## config.mk

```make
export PLATFORM = sky130hd
export DESIGN_NAME = cu_seq
export DESIGN_NICKNAME = d
export VERILOG_FILES = /design/src/rtl/cu_seq.sv
export SDC_FILE = /design/constraint.sdc
export NUM_CORES = 1
export LEC_CHECK = 0
export CAP_MARGIN = 20
export CORE_MARGIN = 3
export CORE_UTILIZATION = 31
export CTS_BUF_LIST = sky130_fd_sc_hd__clkbuf_16
export CTS_CLUSTER_DIAMETER = 60
export CTS_CLUSTER_SIZE = 24
export DETAILED_ROUTE_END_ITERATION = 7
export GPL_TIMING_DRIVEN = 0
export HOLD_SLACK_MARGIN = 0.1
export SYNTH_ARGS = -nofsm -noshare
export SYNTH_HDL_FRONTEND = slang
export SYNTH_SLANG_ARGS = --single-unit
```

## constraint.sdc

```tcl
create_clock -name clk -period 2.3 [get_ports clk]
set_clock_uncertainty 0.1 [all_clocks]
set_input_delay 0.345 -clock clk [delete_from_list [all_inputs] [get_ports clk]]
set_output_delay 0.345 -clock clk [all_outputs]
set_load 0.005 [all_outputs]
```

## src/rtl/cu_seq.sv

```systemverilog
// Microcode sequencer for the jrb8 CPU: opcode fetch over SPI, up to STEPS micro-steps per
// instruction, SPI stalls for memory steps, PC update and interrupt entry at instruction end.
module cu_seq #(
    parameter int unsigned IR_W     = 8,
    parameter int unsigned PC_W     = 16,
    parameter int unsigned FLAG_W   = 22,
    parameter int unsigned STEPS    = 2,
    localparam int unsigned STEP_W  = (STEPS > 1) ? $clog2(STEPS) : 1,
    parameter int unsigned PCC_BIT  = 20,
    parameter int unsigned MEM_BITS [3] = '{13, 9, 10},
    parameter logic [FLAG_W-1:0] FETCH_FLAGS = FLAG_W'('h100200),
    parameter logic [PC_W-1:0]   RESET_PC    = '0,
    parameter logic [PC_W-1:0]   IRQ_VEC     = PC_W'('h0004)
) (
    input  logic                   clk,
    input  logic                   rst,
    input  logic                   halt,
    input  logic                   spi_done,
    output logic                   spi_executing,
    input  logic [IR_W-1:0]        irin,
    output logic [IR_W+STEP_W-1:0] uop_addr,
    input  logic [FLAG_W:0]        uop_data,
    input  logic                   pcinflag,
    input  logic [PC_W-1:0]        pcin,
    input  logic                   irq,
    output logic                   irq_ack,
    output logic [PC_W-1:0]        epc,
    output logic [PC_W-1:0]        pc,
    output logic [STEP_W-1:0]      step,
    output logic                   highbits_we,
    output logic [FLAG_W-1:0]      flags_noc,
    output logic [FLAG_W-1:0]      flags,
    output logic [IR_W-1:0]        cuout
);

    typedef enum logic [2:0] {
        S_FETCH_SPI,
        S_LOAD_IR,
        S_ISSUE,
        S_STEP_SPI,
        S_EVENTS
    } state_e;

    function automatic logic [FLAG_W-1:0] mem_mask_f();
        logic [FLAG_W-1:0] m;
        m = '0;
        for (int unsigned i = 0; i < 3; i++) begin
            m = m | (FLAG_W'(1) << MEM_BITS[i]);
        end
        return m;
    endfunction

    localparam logic [FLAG_W-1:0] MEM_MASK = mem_mask_f();

    state_e              state_q, state_d;
    logic [PC_W-1:0]     pc_q, pc_d;
    logic [IR_W-1:0]     ir_q, ir_d;
    logic [STEP_W-1:0]   step_q, step_d;
    logic [PC_W-1:0]     epc_q, epc_d;
    logic                spi_q, spi_d;
    logic                irq_ack_q, irq_ack_d;

    logic [FLAG_W-1:0]   uflags;
    logic                last;
    logic                instr_end;
    logic [PC_W-1:0]     next_pc;

    assign uflags    = uop_data[FLAG_W-1:0];
    assign last      = uop_data[FLAG_W];
    assign instr_end = last || (step_q == STEP_W'(STEPS - 1));
    assign next_pc   = pcinflag ? pcin : pc_q + 1'b1;

    always_comb begin
        state_d   = state_q;
        pc_d      = pc_q;
        ir_d      = ir_q;
        step_d    = step_q;
        epc_d     = epc_q;
        spi_d     = spi_q;
        irq_ack_d = 1'b0;
        flags_noc = uflags;
        flags     = '0;

        case (state_q)
            S_FETCH_SPI: begin
                flags_noc = FETCH_FLAGS;
                flags     = FETCH_FLAGS;
                if (spi_done) begin
                    spi_d   = 1'b0;
                    state_d = S_LOAD_IR;
                end else begin
                    spi_d = 1'b1;
                end
            end
            S_LOAD_IR: begin
                flags_noc = FETCH_FLAGS;
                flags     = FETCH_FLAGS;
                ir_d      = irin;
                step_d    = '0;
                state_d   = S_ISSUE;
            end
            S_ISSUE: begin
                if (uflags[PCC_BIT]) begin
                    pc_d = pc_q + 1'b1;
                end
                if (|(uflags & MEM_MASK)) begin
                    spi_d   = 1'b1;
                    state_d = S_STEP_SPI;
                end else begin
                    state_d = S_EVENTS;
                end
            end
            S_STEP_SPI: begin
                if (spi_done) begin
                    spi_d   = 1'b0;
                    state_d = S_EVENTS;
                end
            end
            S_EVENTS: begin
                flags = uflags;
                if (!instr_end) begin
                    step_d  = step_q + 1'b1;
                    state_d = S_ISSUE;
                end else begin
                    // irq is only honoured here, so interrupt entry always lands on a boundary
                    if (irq) begin
                        epc_d     = next_pc;
                        pc_d      = IRQ_VEC;
                        irq_ack_d = 1'b1;
                    end else begin
                        pc_d = next_pc;
                    end
                    spi_d   = 1'b1;
                    state_d = S_FETCH_SPI;
                end
            end
            default: begin
                state_d = S_FETCH_SPI;
            end
        endcase
    end

    always_ff @(negedge clk or posedge rst) begin
        if (rst) begin
            state_q   <= S_FETCH_SPI;
            pc_q      <= RESET_PC;
            ir_q      <= '0;
            step_q    <= '0;
            epc_q     <= '0;
            spi_q     <= 1'b0;
            irq_ack_q <= 1'b0;
        end else if (!halt) begin
            state_q   <= state_d;
            pc_q      <= pc_d;
            ir_q      <= ir_d;
            step_q    <= step_d;
            epc_q     <= epc_d;
            spi_q     <= spi_d;
            irq_ack_q <= irq_ack_d;
        end
    end

    assign uop_addr      = {ir_q, step_q};
    assign spi_executing = spi_q;
    assign irq_ack       = irq_ack_q;
    assign epc           = epc_q;
    assign pc            = pc_q;
    assign step          = step_q;
    assign cuout         = ir_q;
    assign highbits_we   = (state_q == S_EVENTS) && (step_q == '0);

endmodule

```

==> Word-level counts from Yosys, hierarchy flattened <==
Index checks and enable logic that the tools add are counted.
{ "op_classes": {"addsub": 2, "eq_ne": 10, "mux": 22, "bitwise": 2, "n_reduce_logical": 14} }
{ "op_table": {"columns": ["operator", "count"], "rows": [
  ["two-way mux 16 bit", 4],
  ["one-hot mux 22 bit (2 select lines)", 1],
  ["one-hot mux 16 bit (2 select lines)", 1],
  ["two-way mux 22 bit", 1],
  ["adder 16 x 1 -> 16 bit (second input constant)", 1],
  ["one-hot mux 3 bit (5 select lines)", 1],
  ["!= test 2 bit (second input constant)", 6],
  ["two-way mux 3 bit", 3],
  ["two-way mux 1 bit", 8],
  ["AND reduction 4 bit", 2],
  ["equality test 3 x 2 -> 1 bit (second input constant)", 2],
  ["AND reduction 3 bit", 2],
  ["AND reduction 5 bit", 1],
  ["one-hot mux 1 bit (4 select lines)", 1],
  ["nonzero test 2 bit", 2],
  ["nonzero test 4 bit", 1],
  ["equality test 3 x 1 -> 1 bit (second input constant)", 1],
  ["equality test 3 bit (second input constant)", 1],
  ["zero test 3 bit", 1],
  ["OR reduction 3 bit", 1],
  ["two-way mux 2 bit", 1],
  ["inverter 1 bit", 2],
  ["one-hot mux 1 bit (2 select lines)", 1],
  ["AND reduction 2 bit", 1],
  ["4 further kinds", 4]
]} }
{ "word_totals": {"regBits": 46, "input_bits": 53, "output_inout_bits": 97, "elab_cells": 57} }

==> Depth between registers and ports, before layout <==
Gate-level depths: netlist of the first run.
{ "depth": {"depth_word": 5, "ltp_mapped": 8} }

==> results of run 1 <==
[worst max-delay path, stage by stage, from the launching register on]
cell       delay [ns]
dfrtn_1          0.48
nor3b_4          0.24
clkbuf_8         0.17
buf_6            0.12
clkbuf_16        0.14
and2_4           0.13
buf_6            0.09
[worst paths after layout]
path,to,slack [ns],depth (start not counted)
min in group asynchronous,epc[2],1.48,2
max in group asynchronous,spi_executing,0.24,2
worst max register to register,pc[12],-0.01,7
worst min-delay path,epc[0],0.34,2
worst min register to register,epc[0],0.34,2
worst max-delay path,flags[1],-0.97,6
[cell type report]
cell class | instances | area, um^2
fillers | 714 | 2600
repair buffers | 290 | 2590
repair inverters | 1 | 7.51
flip-flops and latches | 46 | 1150
clock buffers | 5 | 125
inverters | 7 | 36.3
multi-input cells | 284 | 2330
clock inverters | 2 | 11.3
plain buffers | 29 | 444
well taps | 129 | 161
[synth_stat cells, types with 2 or more instances]
library cell,count,area share [%]
o32ai_1,3,0.85
dfrtn_1,46,37
nand2_1,36,4.4
o22ai_1,2,0.40
xor2_1,6,1.7
mux2_2,9,3.3
a21oi_1,17,2.7
or4_1,3,0.73
nand3_1,9,1.5
nand2b_1,7,1.4
o31ai_1,7,1.7
o21ai_0,34,5.5
xnor2_1,6,1.7
and3_1,2,0.40
nor2_1,39,4.7
buf_6,2,0.73
a31o_2,2,0.56
o221ai_1,2,0.56
nor3_1,4,0.65
o21a_1,4,0.97
a211oi_1,3,0.73
clkbuf_1,16,1.9
o22a_1,2,0.56
buf_2,6,0.97
inv_1,7,0.85
buf_4,10,2.4
a31oi_1,2,0.40
nor4_1,3,0.61
a22oi_1,3,0.73
nand4_1,5,1.0
nor2b_1,22,4.4
mux2i_1,7,2.3
and2_1,22,4.4
[state kept, by name (all words and copies together), names as in the netlist]
name / count
pc: 16
irq_ack: 1
step: 1
state_q: 3
spi_executing: 1
epc: 16
cuout: 8
[report_power, final]
group	internal [W]	switching (W)	total, W
combinational	0.00291	0.00193	0.00484
sequential	0.00112	0.000183	0.00130
clock	0.000394	0.000325	0.000719
[routing by layer]
| layer | GRT usage [%] | up-vias |
|---|---|---|
| met5 | 0 | - |
| met4 | 7.49 | 0 |
| met3 | 3.83 | 34 |
| met2 | 42.9 | 184 |
| met1 | 30.3 | 1955 |
| li1 | - | 1888 |
[stage by stage]
stage | setup WS (ns) | cells | power (W) | area (um^2) | util [%]
global route | -1.02 | 793 | 0.00724 | 6860 | 72.5
global placement | -1.30 | 650 | 0.00444 | 5190 | 54.9
CTS | -0.953 | 762 | 0.00638 | 6450 | 68.1
floorplan | -0.551 | 373 | 0.00303 | 3550 | -
detailed placement | -1.31 | 650 | 0.00447 | 5190 | 54.9
finish | -0.971 | 793 | 0.00687 | 6860 | 72.5
[kinds of logic after synthesis]
| kind of cell | count (synthesis) |
|---|---|
| buffers and inverters | 43 |
| adders and majority gates | 1 |
| DFF | 46 |
| xor gates and xnor gates | 12 |
| AOI/OAI and AO/OA | 91 |
| and+or+nand+nor | 164 |
| muxes | 16 |
[what timing repair did]
item | 4_1_cts | 5_1_grt
setup buffers | 98 | 43
pin swaps | 37 | 26
hold endpoints to repair | 0 | 0
resized for setup | 590 | 70
cloned | 10 | 0
setup endpoints to repair | 188 | 141
==> flow_metrics.py, run 1 <==
metrics = {
    "setup_path": {
        "crit_type": "flip-flop to primary output",
        "worstSetupEndpointType": "primary output",
        "path_max_fanout": 5,
        "critPathLaunchType": "flip-flop",
        "arrival_ns": 2.83,
        "worstPathRequired_ns": 1.86,
        "reg2reg_from": "pc[0]",
        "critical_path.startpoint": "state_q[2]",
    },
    "timing": {
        "finalMaxSlewViolations": 0,
        "whs_ns": 0.343,
        "slew_headroom_pct": 62.1,
        "setup_viol": 141,
        "rsz0062_at_grt": "true",
        "worst_pin_slew_ns": 0.567,
        "hold_viol": 0,
        "setup-tns-final_ns": -55.83,
        "fin_ws_ns": -0.971,
    },
    "drt": {
        "vias": 4061,
        "wl_met1_um": 5770,
        "ant_nets": 0,
        "drc_errors": 0,
        "routed_wl_um": 14300,
        "wl_met2_um": 7280,
        "drt_iter0_drc": 198,
        "maxUsedRoutingLayer": "met4",
        "drt_first_pass_iters": 5,
        "vias_per_cell": 5.12,
        "wl_per_cell_um": 18.0,
        "wl_met3_um": 883,
    },
    "synth": {
        "synthCells": 373,
        "syn_area_um2": 3100,
        "synth_seq_area_share_pct": 37.1,
        "async_flop_share_pct": 100,
        "ys_warn_count": 0,
        "yosys.area_share.simple_pct": 27.9,
        "synth_cell_type_count": 58,
        "synth.area.mux_share_pct": 5.53,
        "synthAdderAreaFrac_pct": 0.403,
        "synthesis.nets": 427,
        "synth_edf_count": 0,
        "synth-xor-area-share_pct": 3.39,
        "synth_top_family_by_area": "simple AND/OR/NAND/NOR gates",
        "synth_area_per_cell_um2": 8.32,
        "ys_ff_latch": 46,
        "synth_compound_area_share_pct": 18.5,
        "synth-main-ff-cell": "dfrtn_1",
    },
    "placement": {
        "place.gp.congestion": 0.844,
        "io_buffers": 148,
        "hpwl_um": 8480,
    },
    "global_routing": {
        "track_usage_pct": 24.3,
        "grt_pass1_wl_um": 21900,
        "grt_max_degree": 24,
        "antenna_found_initial": 0,
        "grt_overflow": 0,
        "grt_pass1_vias": 4120,
    },
    "cts": {
        "ctsLongestPathBuffers": 2,
        "cts_buffers": 5,
        "ctsHtreeMaxLevel": 2,
        "cts.sinks": 46,
        "worstSkewPairLatency_ns": 0.31,
        "cts_tree": "yes",
        "ctsHoldBuffers": 0,
        "clk_pin_slew_worst_paths_ns": 0.05,
        "cts-root-buf": "clkbuf_16",
    },
    "layout": {
        "syn2layout_area_growth_pct": 121,
        "final_nets": 718,
        "final_cell_mix": "buf_6 (98), buf_4 (81), buf_2 (63)",
        "antenna_cells": 0,
        "mostFrequentLayoutCell": "buf_6",
        "drive_above_1_share_pct": 61.9,
    },
    "outcome": {
        "violations": "setup timing",
        "status": "finished, violations left",
    },
    "floorplanning": {
        "die_x_um": 106,
        "coreArea_um2": 9460,
        "dieArea_um2": 11200,
        "die_height_um": 106,
        "io_pins": 150,
        "row_count": 35,
        "start_util_pct": 32.8,
    },
    "power_and_ir_drop": {
        "p_leak_nw": 3.27,
        "ir_worst_vdd_v": 0.000452,
        "power.density_nw_per_um2": 1000,
    },
    "run": {
        "cap_violations": 0,
    },
    "worst_hold_path": {
        "min_from": "epc[0]",
        "min_path_type": "flip-flop to flip-flop",
    },
}
(Power assumes the default switching activity.)
==> run 2, diff against run 1 <==
CTS_CLUSTER_SIZE = 25   (was 24)
==> results of run 2 <==
The final DEF is identical to that of run 1; final timing and power are the same.
==> run 3, diff against run 2 <==
GPL_TIMING_DRIVEN = default   (was 0)
==> flow_metrics.py, run 3 (same netlist as run 1, synthesis figures left out) <==
metrics = {
    "global_routing": {
        "grt_pass1_vias": 3864,
        "antenna_found_initial": 0,
        "grt_pass1_wl_um": 19800,
        "grt_overflow": 0,
        "track_usage_pct": 21.6,
        "grt_max_degree": 20,
    },
    "setup_path": {
        "path_buf_inv": 4,
        "critical_path.slowest_cell": "dfrtn_1",
        "arrival_ns": 2.65,
        "worstSetupEndpointType": "primary output",
        "critical_path.top_delay_family": "buffers and inverters",
        "timing.rr.end": "epc[10]",
        "reg2reg_depth": 11,
        "crit_chain": "buf_4 -> nor2_4 -> buf_12 -> buf_4 -> nor2b_4 -> clkdlybuf4s15_2",
        "crit_type": "flip-flop to primary output",
        "cp_common_cell": "buf_4",
        "cpPeakStageDelay_ns": 0.44,
        "reg2reg_from": "state_q[0]",
        "path_max_fanout": 5,
        "critPathLaunchType": "flip-flop",
        "worstPathRequired_ns": 1.86,
        "reg2reg_slack_ns": -0.11,
    },
    "cts": {
        "cts.sinks": 46,
        "cts-root-buf": "clkbuf_16",
        "ctsLongestPathBuffers": 2,
        "ctsHtreeMaxLevel": 2,
        "clk_pin_slew_worst_paths_ns": 0.05,
        "worstSkewPairLatency_ns": 0.31,
        "cts_buffers": 5,
        "cts_tree": "yes",
    },
    "timing": {
        "fin_ws_ns": -0.800,
        "slew_headroom_pct": 58.6,
        "finalMaxSlewViolations": 0,
        "hold_viol": 0,
        "worst_pin_slew_ns": 0.617,
        "rsz0062_at_grt": "true",
        "setup_viol": 137,
        "whs_ns": 0.375,
    },
    "drt": {
        "drc_errors": 0,
        "wl_per_cell_um": 16.9,
        "routed_wl_um": 12900,
        "drt_iter0_drc": 241,
        "vias": 3874,
        "vias_per_cell": 5.08,
        "drt_first_pass_iters": 4,
        "ant_nets": 0,
    },
    "placement": {
        "hpwl_um": 8380,
        "io_buffers": 149,
        "numPlacedInstances": 694,
        "place.gp.congestion": 0.850,
        "pre_cts_slack_ns": -1.04,
        "place_area_um2": 5500,
    },
    "layout": {
        "drive_above_1_share_pct": 61.3,
        "mostFrequentLayoutCell": "buf_4",
        "syn2layout_area_growth_pct": 110,
        "final_cell_mix": "buf_4 (101), buf_2 (57), buf_6 (54)",
        "antenna_cells": 0,
        "design_area_um2": 6520,
        "final_util_pct": 68.9,
        "num-fill-cells": 740,
        "final_nets": 687,
        "stdcell_count": 762,
    },
    "floorplanning": {
        "row_count": 35,
        "die_x_um": 106,
        "start_util_pct": 32.8,
        "io_pins": 150,
        "dieArea_um2": 11200,
        "die_height_um": 106,
        "coreArea_um2": 9460,
    },
    "worst_hold_path": {
        "min_from": "cuout[0]",
        "min_path_type": "flip-flop to flip-flop",
        "holdPathEnd": "cuout[0]",
        "holdPathStages": 1,
    },
    "outcome": {
        "violations": "setup timing",
        "status": "finished, violations left",
    },
    "run": {
        "cap_violations": 0,
    },
    "power_and_ir_drop": {
        "power.density_nw_per_um2": 949,
        "p_leak_nw": 3.06,
        "ir_worst_vdd_v": 0.000507,
    },
}
==> run 3: cell count changes in the layout (fill, tap and decap cells not counted), sizes merged, moves of 2 or more <==
| cell | before | now |
|---|---|---|
| buf | 257 | 231 |
| clkbuf | 23 | 8 |
| clkdlybuf4s15 | 1 | 11 |
| clkdlybuf4s50 | 42 | 40 |
| clkinvlp | 4 | 1 |
==> run 3: repair_timing <==
action,4_1_cts,5_1_grt
buffers inserted,47,20
hold buffers,0,0
pin swaps,38,29
gates resized for setup,544,87
endpoints found under the setup margin,143,141
cloned,6,0
==> run 3: metal layers <==
| layer | wire length [um] | up-vias | global-route usage (%) |
|---|---|---|---|
| met4 | 126 | 0 | 4.53 |
| li1 | - | 1810 | - |
| met2 | 6590 | 150 | 38.5 |
| met5 | 0 | - | 0 |
| met3 | 864 | 12 | 4.49 |
| met1 | 5280 | 1902 | 26.9 |
==> run 3: stage by stage <==
| stage | TNS (ns) | total power (W) |
|---|---|---|
| 6_report | -44.35 | 0.00618 |
| 5_1_grt | -49.63 | 0.00654 |
| 4_1_cts | -46.32 | 0.00595 |
| 3_5_place_dp | -83.07 | 0.00452 |
| 3_3_place_gp | -82.12 | 0.00447 |
| 2_1_floorplan | -32.83 | 0.00303 |
==> run 3: worst register-to-register path: stages, from the launching register on <==
cell	delay [ns]
dfrtn_1	0.38
buf_6	0.14
buf_6	0.12
nor2_4	0.08
nand2_2	0.07
buf_4	0.14
buf_4	0.19
or4_4	0.65
buf_6	0.17
buf_6	0.13
nand2_2	0.04
o21ai_1	0.06
==> run 3: how the worst max path moves through the flow <==
stage                     cells after the start  slack (ns)         start           end
after detailed placement                      6       -1.04           irq       epc[12]
after global placement                        6        -1.0  uop_data[20]         pc[5]
after floorplan                               5       -0.55          halt       epc[14]
final                                         6       -0.80    state_q[1]  flags_noc[2]
after CTS                                     7       -0.88    state_q[1]      flags[6]
after global routing                          6       -0.85    state_q[1]     flags[14]
==> run 3: layout make-up <==
cell class	instances	area [um^2]	area share, %
Clock buffer	5	125	1.92
Multi-Input combinational cell	285	2430	37.3
Sequential cell	46	1150	17.7
Clock inverter	2	33.8	0.518
Tap cell	129	161	2.48
Inverter	7	37.5	0.576
Timing Repair Buffer	288	2580	39.6
==> run 3: power by group <==
| group | switching (W) | internal, W | leakage [nW] |
|---|---|---|---|
| logic | 0.00173 | 0.00233 | 2.39 |
| registers | 0.000180 | 0.00112 | 0.586 |
| clock network | 0.000321 | 0.000504 | 0.0773 |
| total | 0.00223 | 0.00395 | 3.06 |
